===== config.mk =====
export PLATFORM = sky130hd
export DESIGN_NAME = fetch_controller_flat
export DESIGN_NICKNAME = d
export VERILOG_FILES = /design/src/rtl/fetch_pkg.sv /design/src/rtl/fetch_if.sv /design/src/rtl/fetch_queue.sv /design/src/rtl/fetch_controller.sv /design/src/flat_wrapper.sv
export SDC_FILE = /design/constraint.sdc
export NUM_CORES = 1
export LEC_CHECK = 0
export BUFFER_PORTS_ARGS = -buffer_cell sky130_fd_sc_hd__buf_2
export CAP_MARGIN = 10
export CORE_MARGIN = 1
export CORE_UTILIZATION = 27
export CTS_CLUSTER_DIAMETER = 40
export DETAILED_ROUTE_END_ITERATION = 16
export PLACE_DENSITY = 0.44
export RECOVER_POWER = 25
export SETUP_SLACK_MARGIN = 0.15
export SYNTH_ARGS = -nofsm -noshare
export SYNTH_HDL_FRONTEND = slang
export SYNTH_SLANG_ARGS = --single-unit

===== constraint.sdc =====
create_clock -name clk -period 6.19 [get_ports clk]
set_input_delay 0.9285 -clock clk [delete_from_list [all_inputs] [get_ports clk]]
set_output_delay 0.9285 -clock clk [all_outputs]
set_load 0.02 [all_outputs]

===== src/rtl/fetch_pkg.sv =====
// Shared constants and the fetch-queue entry type for the instruction fetch slice.
package fetch_pkg;

  localparam int          DATA_WIDTH_DEF  = 32;
  localparam int          ADDR_WIDTH_DEF  = 32;
  localparam int          FETCH_DEPTH_DEF = 2;
  localparam logic [31:0] RESET_PC_DEF    = 32'h0000_0000;
  localparam logic [31:0] PC_STEP         = 32'd4;
  localparam logic [31:0] INSTR_NOP       = 32'h0000_0000;

  typedef struct packed {
    logic [ADDR_WIDTH_DEF-1:0] pc;
    logic [DATA_WIDTH_DEF-1:0] instr;
  } fetch_entry_t;

endpackage


===== src/rtl/fetch_if.sv =====
// Instruction-memory read port plus the {pc, instr} valid/ready channel toward IF/ID.
interface fetch_if
  import fetch_pkg::*;
#(
  parameter int DATA_WIDTH = DATA_WIDTH_DEF,
  parameter int ADDR_WIDTH = ADDR_WIDTH_DEF
);
  logic [ADDR_WIDTH-1:0] imem_addr;
  logic [DATA_WIDTH-1:0] imem_instr;
  logic                  out_valid;
  logic                  out_ready;
  logic [DATA_WIDTH-1:0] out_instr;
  logic [ADDR_WIDTH-1:0] out_pc;

  modport master (
    output imem_addr,
    input  imem_instr,
    output out_valid,
    input  out_ready,
    output out_instr,
    output out_pc
  );

  modport slave (
    input  imem_addr,
    output imem_instr,
    input  out_valid,
    output out_ready,
    input  out_instr,
    input  out_pc
  );
endinterface


===== src/rtl/fetch_queue.sv =====
// Small registered FIFO holding fetched {pc, instr} words; flush wins over push and pop.
module fetch_queue #(
  parameter int WIDTH = 64,
  parameter int DEPTH = 2,
  localparam int PTR_W = $clog2(DEPTH),
  localparam int CNT_W = $clog2(DEPTH + 1)
) (
  input  logic             clk,
  input  logic             rst,
  input  logic             flush,
  input  logic             push,
  input  logic [WIDTH-1:0] push_data,
  input  logic             pop,
  output logic [WIDTH-1:0] head_data,
  output logic [CNT_W-1:0] count,
  output logic             full,
  output logic             empty
);
  logic [WIDTH-1:0] mem_reg [DEPTH];
  logic [PTR_W-1:0] rd_ptr_reg;
  logic [PTR_W-1:0] wr_ptr_reg;
  logic [CNT_W-1:0] count_reg;
  logic             pop_ok;
  logic             push_ok;

  assign empty   = (count_reg == '0);
  assign full    = (count_reg == CNT_W'(DEPTH));
  assign count   = count_reg;
  assign pop_ok  = pop & ~empty;
  assign push_ok = push & (~full | pop_ok);
  assign head_data = mem_reg[rd_ptr_reg];

  always_ff @(posedge clk) begin
    if (push_ok && !flush) begin
      mem_reg[wr_ptr_reg] <= push_data;
    end
  end

  // DEPTH is a power of two, so the pointers wrap on their own.
  always_ff @(posedge clk) begin
    if (rst || flush) begin
      rd_ptr_reg <= '0;
      wr_ptr_reg <= '0;
      count_reg  <= '0;
    end else begin
      if (push_ok) wr_ptr_reg <= wr_ptr_reg + PTR_W'(1);
      if (pop_ok)  rd_ptr_reg <= rd_ptr_reg + PTR_W'(1);
      count_reg <= count_reg + CNT_W'(push_ok) - CNT_W'(pop_ok);
    end
  end
endmodule


===== src/rtl/fetch_controller.sv =====
// PC sequencing, redirect/flush and halt control around a fetch_queue.
// Optional FETCH_PERF_CNT_EN adds fetch and stall event counters.
module fetch_controller
  import fetch_pkg::*;
#(
  parameter int                    DATA_WIDTH = DATA_WIDTH_DEF,
  parameter int                    ADDR_WIDTH = ADDR_WIDTH_DEF,
  parameter int                    DEPTH      = FETCH_DEPTH_DEF,
  parameter logic [ADDR_WIDTH-1:0] RESET_PC   = ADDR_WIDTH'(RESET_PC_DEF)
) (
  input  logic                  clk,
  input  logic                  rst,
  input  logic                  fetch_en,
  input  logic                  redirect_valid,
  input  logic [ADDR_WIDTH-1:0] redirect_pc,
  fetch_if.master               bus
`ifdef FETCH_PERF_CNT_EN
  ,
  output logic [31:0]           perf_fetch_cnt,
  output logic [31:0]           perf_stall_cnt
`endif
);
  localparam int ENTRY_W = ADDR_WIDTH + DATA_WIDTH;
  localparam int CNT_W   = $clog2(DEPTH + 1);

  logic [ADDR_WIDTH-1:0] pc_reg;
  logic [ENTRY_W-1:0]    head_data;
  logic [CNT_W-1:0]      q_count;
  logic                  q_full;
  logic                  q_empty;
  logic                  pop;
  logic                  can_push;
  logic                  fetch;

  assign pop      = bus.out_valid & bus.out_ready;
  assign can_push = ~q_full | pop;
  assign fetch    = fetch_en & can_push & ~redirect_valid;

  assign bus.imem_addr = {2'b00, pc_reg[ADDR_WIDTH-1:2]};
  assign bus.out_valid = (q_count != '0);
  assign bus.out_pc    = q_empty ? '0 : head_data[ENTRY_W-1:DATA_WIDTH];
  assign bus.out_instr = q_empty ? DATA_WIDTH'(INSTR_NOP) : head_data[DATA_WIDTH-1:0];

  // A redirect flushes the queue, so the pop it coincides with is dropped.
  fetch_queue #(
    .WIDTH (ENTRY_W),
    .DEPTH (DEPTH)
  ) u_queue (
    .clk       (clk),
    .rst       (rst),
    .flush     (redirect_valid),
    .push      (fetch),
    .push_data ({pc_reg, bus.imem_instr}),
    .pop       (pop & ~redirect_valid),
    .head_data (head_data),
    .count     (q_count),
    .full      (q_full),
    .empty     (q_empty)
  );

  always_ff @(posedge clk) begin
    if (rst) begin
      pc_reg <= RESET_PC;
    end else if (redirect_valid) begin
      pc_reg <= redirect_pc & ~ADDR_WIDTH'(3);
    end else if (fetch) begin
      pc_reg <= pc_reg + ADDR_WIDTH'(PC_STEP);
    end
  end

`ifdef FETCH_PERF_CNT_EN
  always_ff @(posedge clk) begin
    if (rst) begin
      perf_fetch_cnt <= '0;
      perf_stall_cnt <= '0;
    end else begin
      if (fetch) perf_fetch_cnt <= perf_fetch_cnt + 32'd1;
      if (fetch_en && !can_push && !redirect_valid) perf_stall_cnt <= perf_stall_cnt + 32'd1;
    end
  end
`endif
endmodule

===== src/flat_wrapper.sv =====
// flat-port wrapper written by rule: the top's interface ports become plain ports
module fetch_controller_flat import fetch_pkg::*;
#(
  parameter int                    DATA_WIDTH = DATA_WIDTH_DEF,
  parameter int                    ADDR_WIDTH = ADDR_WIDTH_DEF,
  parameter int                    DEPTH      = FETCH_DEPTH_DEF,
  parameter logic [ADDR_WIDTH-1:0] RESET_PC   = ADDR_WIDTH'(RESET_PC_DEF)
)
  (clk, rst, fetch_en, redirect_valid, redirect_pc, bus_imem_addr, bus_imem_instr, bus_out_valid, bus_out_ready, bus_out_instr, bus_out_pc);
  fetch_if #(.DATA_WIDTH(DATA_WIDTH), .ADDR_WIDTH(ADDR_WIDTH)) bus_i ();
  input  logic clk;
  input  logic rst;
  input  logic fetch_en;
  input  logic redirect_valid;
  input  logic [ADDR_WIDTH-1:0] redirect_pc;
  output wire logic [$bits(bus_i.imem_addr)-1:0] bus_imem_addr;
  input wire logic [$bits(bus_i.imem_instr)-1:0] bus_imem_instr;
  output wire logic [$bits(bus_i.out_valid)-1:0] bus_out_valid;
  input wire logic [$bits(bus_i.out_ready)-1:0] bus_out_ready;
  output wire logic [$bits(bus_i.out_instr)-1:0] bus_out_instr;
  output wire logic [$bits(bus_i.out_pc)-1:0] bus_out_pc;
  assign bus_imem_addr = bus_i.imem_addr;
  assign bus_i.imem_instr = bus_imem_instr;
  assign bus_out_valid = bus_i.out_valid;
  assign bus_i.out_ready = bus_out_ready;
  assign bus_out_instr = bus_i.out_instr;
  assign bus_out_pc = bus_i.out_pc;
  fetch_controller #(.DATA_WIDTH(DATA_WIDTH), .ADDR_WIDTH(ADDR_WIDTH), .DEPTH(DEPTH), .RESET_PC(RESET_PC)) u_core (.clk(clk), .rst(rst), .fetch_en(fetch_en), .redirect_valid(redirect_valid), .redirect_pc(redirect_pc), .bus(bus_i));
endmodule

==> results.yml, run 1 <==
route:
  post_drt_wl_per_cell_um: 16.93
  drt_wl_total_mm: 16.78
  ant_nets: 0
  vias: 4532
  first_pass_iters: 7
  vias_per_cell: 4.573
  drtIter0Drc: 200
  drc_errors: 0
synthesis:
  synth-edff-count: 124
  netlist_instances: 503
  netlist_area_um2: 6653
  synth.top_cell.area_share_pct: 55.97
  ys_seq_area_share_pct: 66.50
  yosys_warnings: 0
  synth-async-reset-ratio_pct: 0
  yosys_register_bits: 159
  synthFlopType: "edfxtp_1"
  yosys-top-cells-area: "edfxtp_1, dfxtp_1, mux2i_1"
  syn_avg_cell_area_um2: 13.23
  ys_types: 43
  yosys.area.top_type: "edfxtp_1"
clock_network:
  path_clk_slew_ps: 70
  cts_buffers: 17
  clockRootBuffer: "clkbuf_16"
  postCtsSetupBuffers: 0
  cts.path.max_buffers: 2
  ctsHtreeMaxLevel: 4
  insertion_delay_ps: 420
  hold_buffers: 0
  cts_tree: "built"
  cts_sinks: 159
  cts_resized: 0
sta:
  fin_crit_ps: 3221
  finalMaxSlewViolations: 0
  rsz0062_at_grt: "no"
  worst_pin_slew_ps: 831.9
  layout_setup_ws_ps: 2969
  finalHoldViolations: 0
  fin_tns_setup_ps: 0
  maxSlewHeadroom_pct: 44.54
  fmax_mhz: 310.5
  fin_skew_ps: 18.08
  finalCritPeriodShare_pct: 52.03
  setup_viol: 0
power:
  comb_power_share_pct: 7.5
  clkPwrFrac_pct: 40.5
  p_sw_share_pct: 24.96
  p_switching_uw: 590.8
  p_int_uw: 1776
  p_seq_share_pct: 52.0
  p_leak_uw: 0.003026
  ir_drop_v: 0.0001431
  power.density_nw_per_um2: 285.7
status:
  outcome: "finished, final reports clean"
worst_hold_path:
  holdCritPathClass: "reg2reg"
setup_path:
  crit_path_start_kind: "register"
  endpoint_kind: "output port"
  cp.arrival_ps: 2290
  crit_required_ps: 5260
  cp_max_fo: 43
  path_class: "reg2out"
finish:
  synthToLayoutAreaGrowth_pct: 24.56
  largest_reg_flops: 124
  drive_above_1_share_pct: 30.13
  n_antenna_cell: 0
  final_nets: 726
floorplan:
  fp.dieH_um: 159.0
  core_um2: 24250
  die_x_um: 159.0
  die_area_um2: 25270
  io_pins: 166
  initial_core_util_pct: 27.44
  rows: 57
global_routing:
  grt_pass1_vias: 4471
  grt_max_degree: 63
  grt_pass1_wl_mm: 25.74
  overflow: 0
  antenna_found_initial: 2
  gr-usage-all-layers_pct: 13.37
place:
  port_buffers: 159
  place_hpwl_mm: 10.79
  pre_cts_ws_ps: 2774
  gp_congestion: 0.7361
flow_run:
  cap_violations: 0
## critical path: stages (launching register included)
cell,delay (ps)
dfxtp_4,570
buf_4,710
mux2i_1,260
nor2_1,80
buf_2,200
## layout make-up
| cell class | count | area (um2) |
|---|---|---|
| Multi-Input combinational cell | 304 | 2057 |
| Clock buffer | 18 | 429.2 |
| Fill cell | 2466 | 15960 |
| Clock inverter | 14 | 108.9 |
| Sequential cell | 159 | 4428 |
| Tap cell | 324 | 405.4 |
| Timing Repair Buffer | 164 | 828.3 |
| Inverter | 8 | 30.03 |
## per-stage QoR
| step | area, um2 | hold slack (ps) | utilization (%) | instances | total power [uW] |
|---|---|---|---|---|---|
| after CTS | 8292 | 533.1 | 34.20 | 991 | 2404 |
| after global routing | 8287 | 554.5 | 34.17 | 991 | 2470 |
| final | 8287 | 542.3 | 34.17 | 991 | 2367 |
| after global placement | 7754 | 513.9 | 31.98 | 959 | 1430 |
| after floorplan | 6664 | 520.0 | - | 506 | 1351 |
| after detailed placement | 7754 | 527.8 | 31.98 | 959 | 1435 |
## cells in the final DEF, fill, tap and decap left out, types with 5 or more instances in the layout
master / netlist / layout
nor3_1: 6 / 6
nor2_1: 92 / 89
nand3_1: 9 / 9
clkbuf_16: 0 / 17
inv_1: 8 / 7
xor2_1: 5 / 5
clkinv_4: 0 / 5
mux2i_1: 62 / 62
nand2_1: 12 / 12
buf_4: 5 / 5
buf_2: 2 / 155
or3_1: 7 / 7
o31ai_1: 12 / 12
or4_1: 13 / 13
clkbuf_1: 23 / 5
a211oi_1: 6 / 6
nand4_1: 8 / 8
o21ai_1: 5 / 5
a311oi_1: 20 / 20
edfxtp_1: 124 / 124
dfxtp_1: 35 / 34
xnor2_1: 5 / 5
## power by group through the flow
stage,logic (uW),clock network [uW],registers [uW]
after floorplan,91.9,0,1260
after global placement,178,0,1250
after detailed placement,181,0,1250
after CTS,181,992,1230
after global routing,195,1040,1240
final,177,960,1230
## routing by layer
metal	up-vias	GRT usage [%]	part of all wire, %
li1	2198	-	-
met1	2181	17.52	47
met2	136	21.57	48
met3	13	3.595	4.2
met4	4	4.065	0.91
met5	-	0	0.13
## final timing paths
| check | cells past startpoint | slack [ps] | startpoint | end |
|---|---|---|---|---|
| max | 4 | 2970 | register | bus_out_instr[19] |
| min | 0 | 540 | u_core.pc_reg[15] | u_core.u_queue.mem_reg[1][47] |
| max reg2reg | 4 | 3430 | u_core.u_queue.count[0] | u_core.u_queue.mem_reg[0][55] |
| min reg2reg | 0 | 540 | u_core.pc_reg[15] | u_core.u_queue.mem_reg[1][47] |
## cells in the mapped netlist (5+ instances only)
cell type	instances
nand4_1	8
nor3_1	6
clkbuf_1	23
mux2i_1	62
a311oi_1	20
nand2_1	12
edfxtp_1	124
xor2_1	5
dfxtp_1	35
o21ai_1	5
nand3_1	9
inv_1	8
or4_1	13
a211oi_1	6
o31ai_1	12
nor2_1	92
xnor2_1	5
buf_4	5
or3_1	7
## cells by family after synthesis
| kind of cell | Yosys count | synth area share [%] |
|---|---|---|
| and+or+nand+nor | 168 | 12.69 |
| DFF | 159 | 66.50 |
| muxes | 62 | 9.329 |
| AOI/OAI and AO/OA | 57 | 6.451 |
| buffers and inverters | 43 | 3.084 |
| xor gates and xnor gates | 10 | 1.316 |
| adders and majority gates | 3 | 0.5643 |
| other | 1 | 0.05637 |
Note: power is estimated with default switching activity, not from simulation.
==> run 2: changes to the inputs <==
Clock period 6.19 ns to 3.35 ns, I/O delays scaled along.
==> results.yml, run 2 (same netlist as run 1, synthesis figures left out) <==
sta:
  maxSlewHeadroom_pct: 51.46
  finalMaxSlewViolations: 0
  fin_tns_setup_ps: 0
  hold_ws_ps: 267.4
  finalCritPeriodShare_pct: 75.74
  rsz0062_at_grt: "no"
  fin_crit_ps: 2537
  fin_skew_ps: 7.362
  setup_viol: 0
  fmax_mhz: 394.1
  worst_pin_slew_ps: 728.0
  finalHoldViolations: 0
place:
  place_hpwl_mm: 10.77
  gp_congestion: 0.7561
  port_buffers: 159
route:
  wl_met3_um: 858
  routedLengthMet1_mm: 7.576
  vias_per_cell: 4.579
  drt_wl_total_mm: 16.75
  first_pass_iters: 4
  post_drt_wl_per_cell_um: 16.85
  ant_nets: 0
  drtIter0Drc: 156
  drc_errors: 0
  top_layer: "met5"
  vias: 4552
  dr_wl_met2_mm: 8.040
finish:
  n_fill_cell: 2449
  layout_commonest_cell: "buf_2"
  largest_reg_flops: 124
  synthToLayoutAreaGrowth_pct: 25.69
  post-route-util_pct: 34.48
  final_nets: 727
  final_cell_mix: "buf_2, edfxtp_1, nor2_1"
  drive_above_1_share_pct: 29.34
floorplan:
  io_pins: 166
  fp.dieH_um: 159.0
  die_area_um2: 25270
  core_um2: 24250
  rows: 57
  initial_core_util_pct: 27.44
  die_x_um: 159.0
setup_path:
  cp_max_fo: 32
  cp.arrival_ps: 2030
  cp_cell_sequence: "buf_12 > mux2i_1 > nor2_1 > buf_2"
  ff2ff_path_depth: 5
  crit_path_max_incr_delay_ps: 770
  crit_required_ps: 2850
  endpoint_kind: "output port"
  path_class: "reg2out"
  critPathSlowestCell: "dfxtp_4"
  crit_path_start_kind: "register"
global_routing:
  grt_max_degree: 63
  overflow: 0
  gr-usage-all-layers_pct: 13.54
  antenna_found_initial: 3
  grt_pass1_wl_mm: 25.93
  grt_pass1_vias: 4620
worst_hold_path:
  holdCritPathClass: "in2reg"
  hold_depth: 1
flow_run:
  cap_violations: 0
clock_network:
  cts_resized: 0
  path_clk_slew_ps: 70
  cts_sinks: 159
  cts.path.max_buffers: 2
  insertion_delay_ps: 420
  clockRootBuffer: "clkbuf_16"
  postCtsSetupBuffers: 0
  cts_tree: "built"
  cts_buffers: 17
  ctsHtreeMaxLevel: 4
  hold_buffers: 0
power:
  ir_drop_v: 0.0002472
  p_leak_uw: 0.003031
  power.density_nw_per_um2: 541.7
status:
  outcome: "finished, final reports clean"
## run 2: changes by cell type in the layout (fill, tap and decap cells not counted)
cell        change
buf_2           -8
clkinv_4        -3
inv_6           +2
inv_8           -1
clkbuf_1        +8
buf_4           -1
diode_2         +2
clkinvlp_4      +2
buf_12          +2
bufinv_16       +2
clkinv_1        -2
## run 2: cell type report
cell class              instances  area [um2]  share of cell area, %
multi-input cells             304        2057                  24.60
clock inverters                14       156.4                  1.870
repair buffers                165       850.8                  10.18
clock buffers                  18       429.2                  5.132
inverters                       8       30.03                 0.3591
well taps                     324       405.4                  4.848
diodes                          2       5.005                0.05985
flip-flops and latches        159        4428                  52.96
## run 2: routing by layer
metal | track usage, % | vias up
met5 | 0 | -
met4 | 5.332 | 2
met3 | 3.881 | 19
met2 | 22.37 | 130
met1 | 16.69 | 2187
li1 | - | 2214
## run 2: path summary, 6_finish.rpt
kind	start	slack, ps	to
worst max-delay path	register	810	bus_out_pc[30]
worst min-delay path	bus_imem_instr[4]	270	u_core.u_queue.mem_reg[1][4]
worst max register to register	u_core.pc_reg[2]	940	u_core.pc_reg[18]
worst min register to register	u_core.pc_reg[15]	540	u_core.u_queue.mem_reg[0][47]
## run 2: worst max-delay path, delay by kind of cell, from the launching register on
kind                   cells  cell delay (ps)
flip-flops                 1              770
multiplexers               1              230
buffers and inverters      2              540
AND/OR/NAND/NOR            1               60
## run 2: metrics by stage
stage	setup WS (ps)	total power (uW)	cell area (um2)	std cells
after global routing	669.2	4710	8359	993
final	812.9	4530	8362	994
after detailed placement	772.5	2655	7786	960
after global placement	879.3	2644	7786	960
after CTS	751.8	4596	8372	992
after floorplan	-47.54	2495	6669	506
## run 2: power by group
| part | internal [uW] | switching, uW | total [uW] |
|---|---|---|---|
| registers | 2210 | 66.8 | 2270 |
| clock network | 1110 | 817 | 1930 |
| logic | 117 | 211 | 328 |
| total | 3430 | 1100 | 4530 |
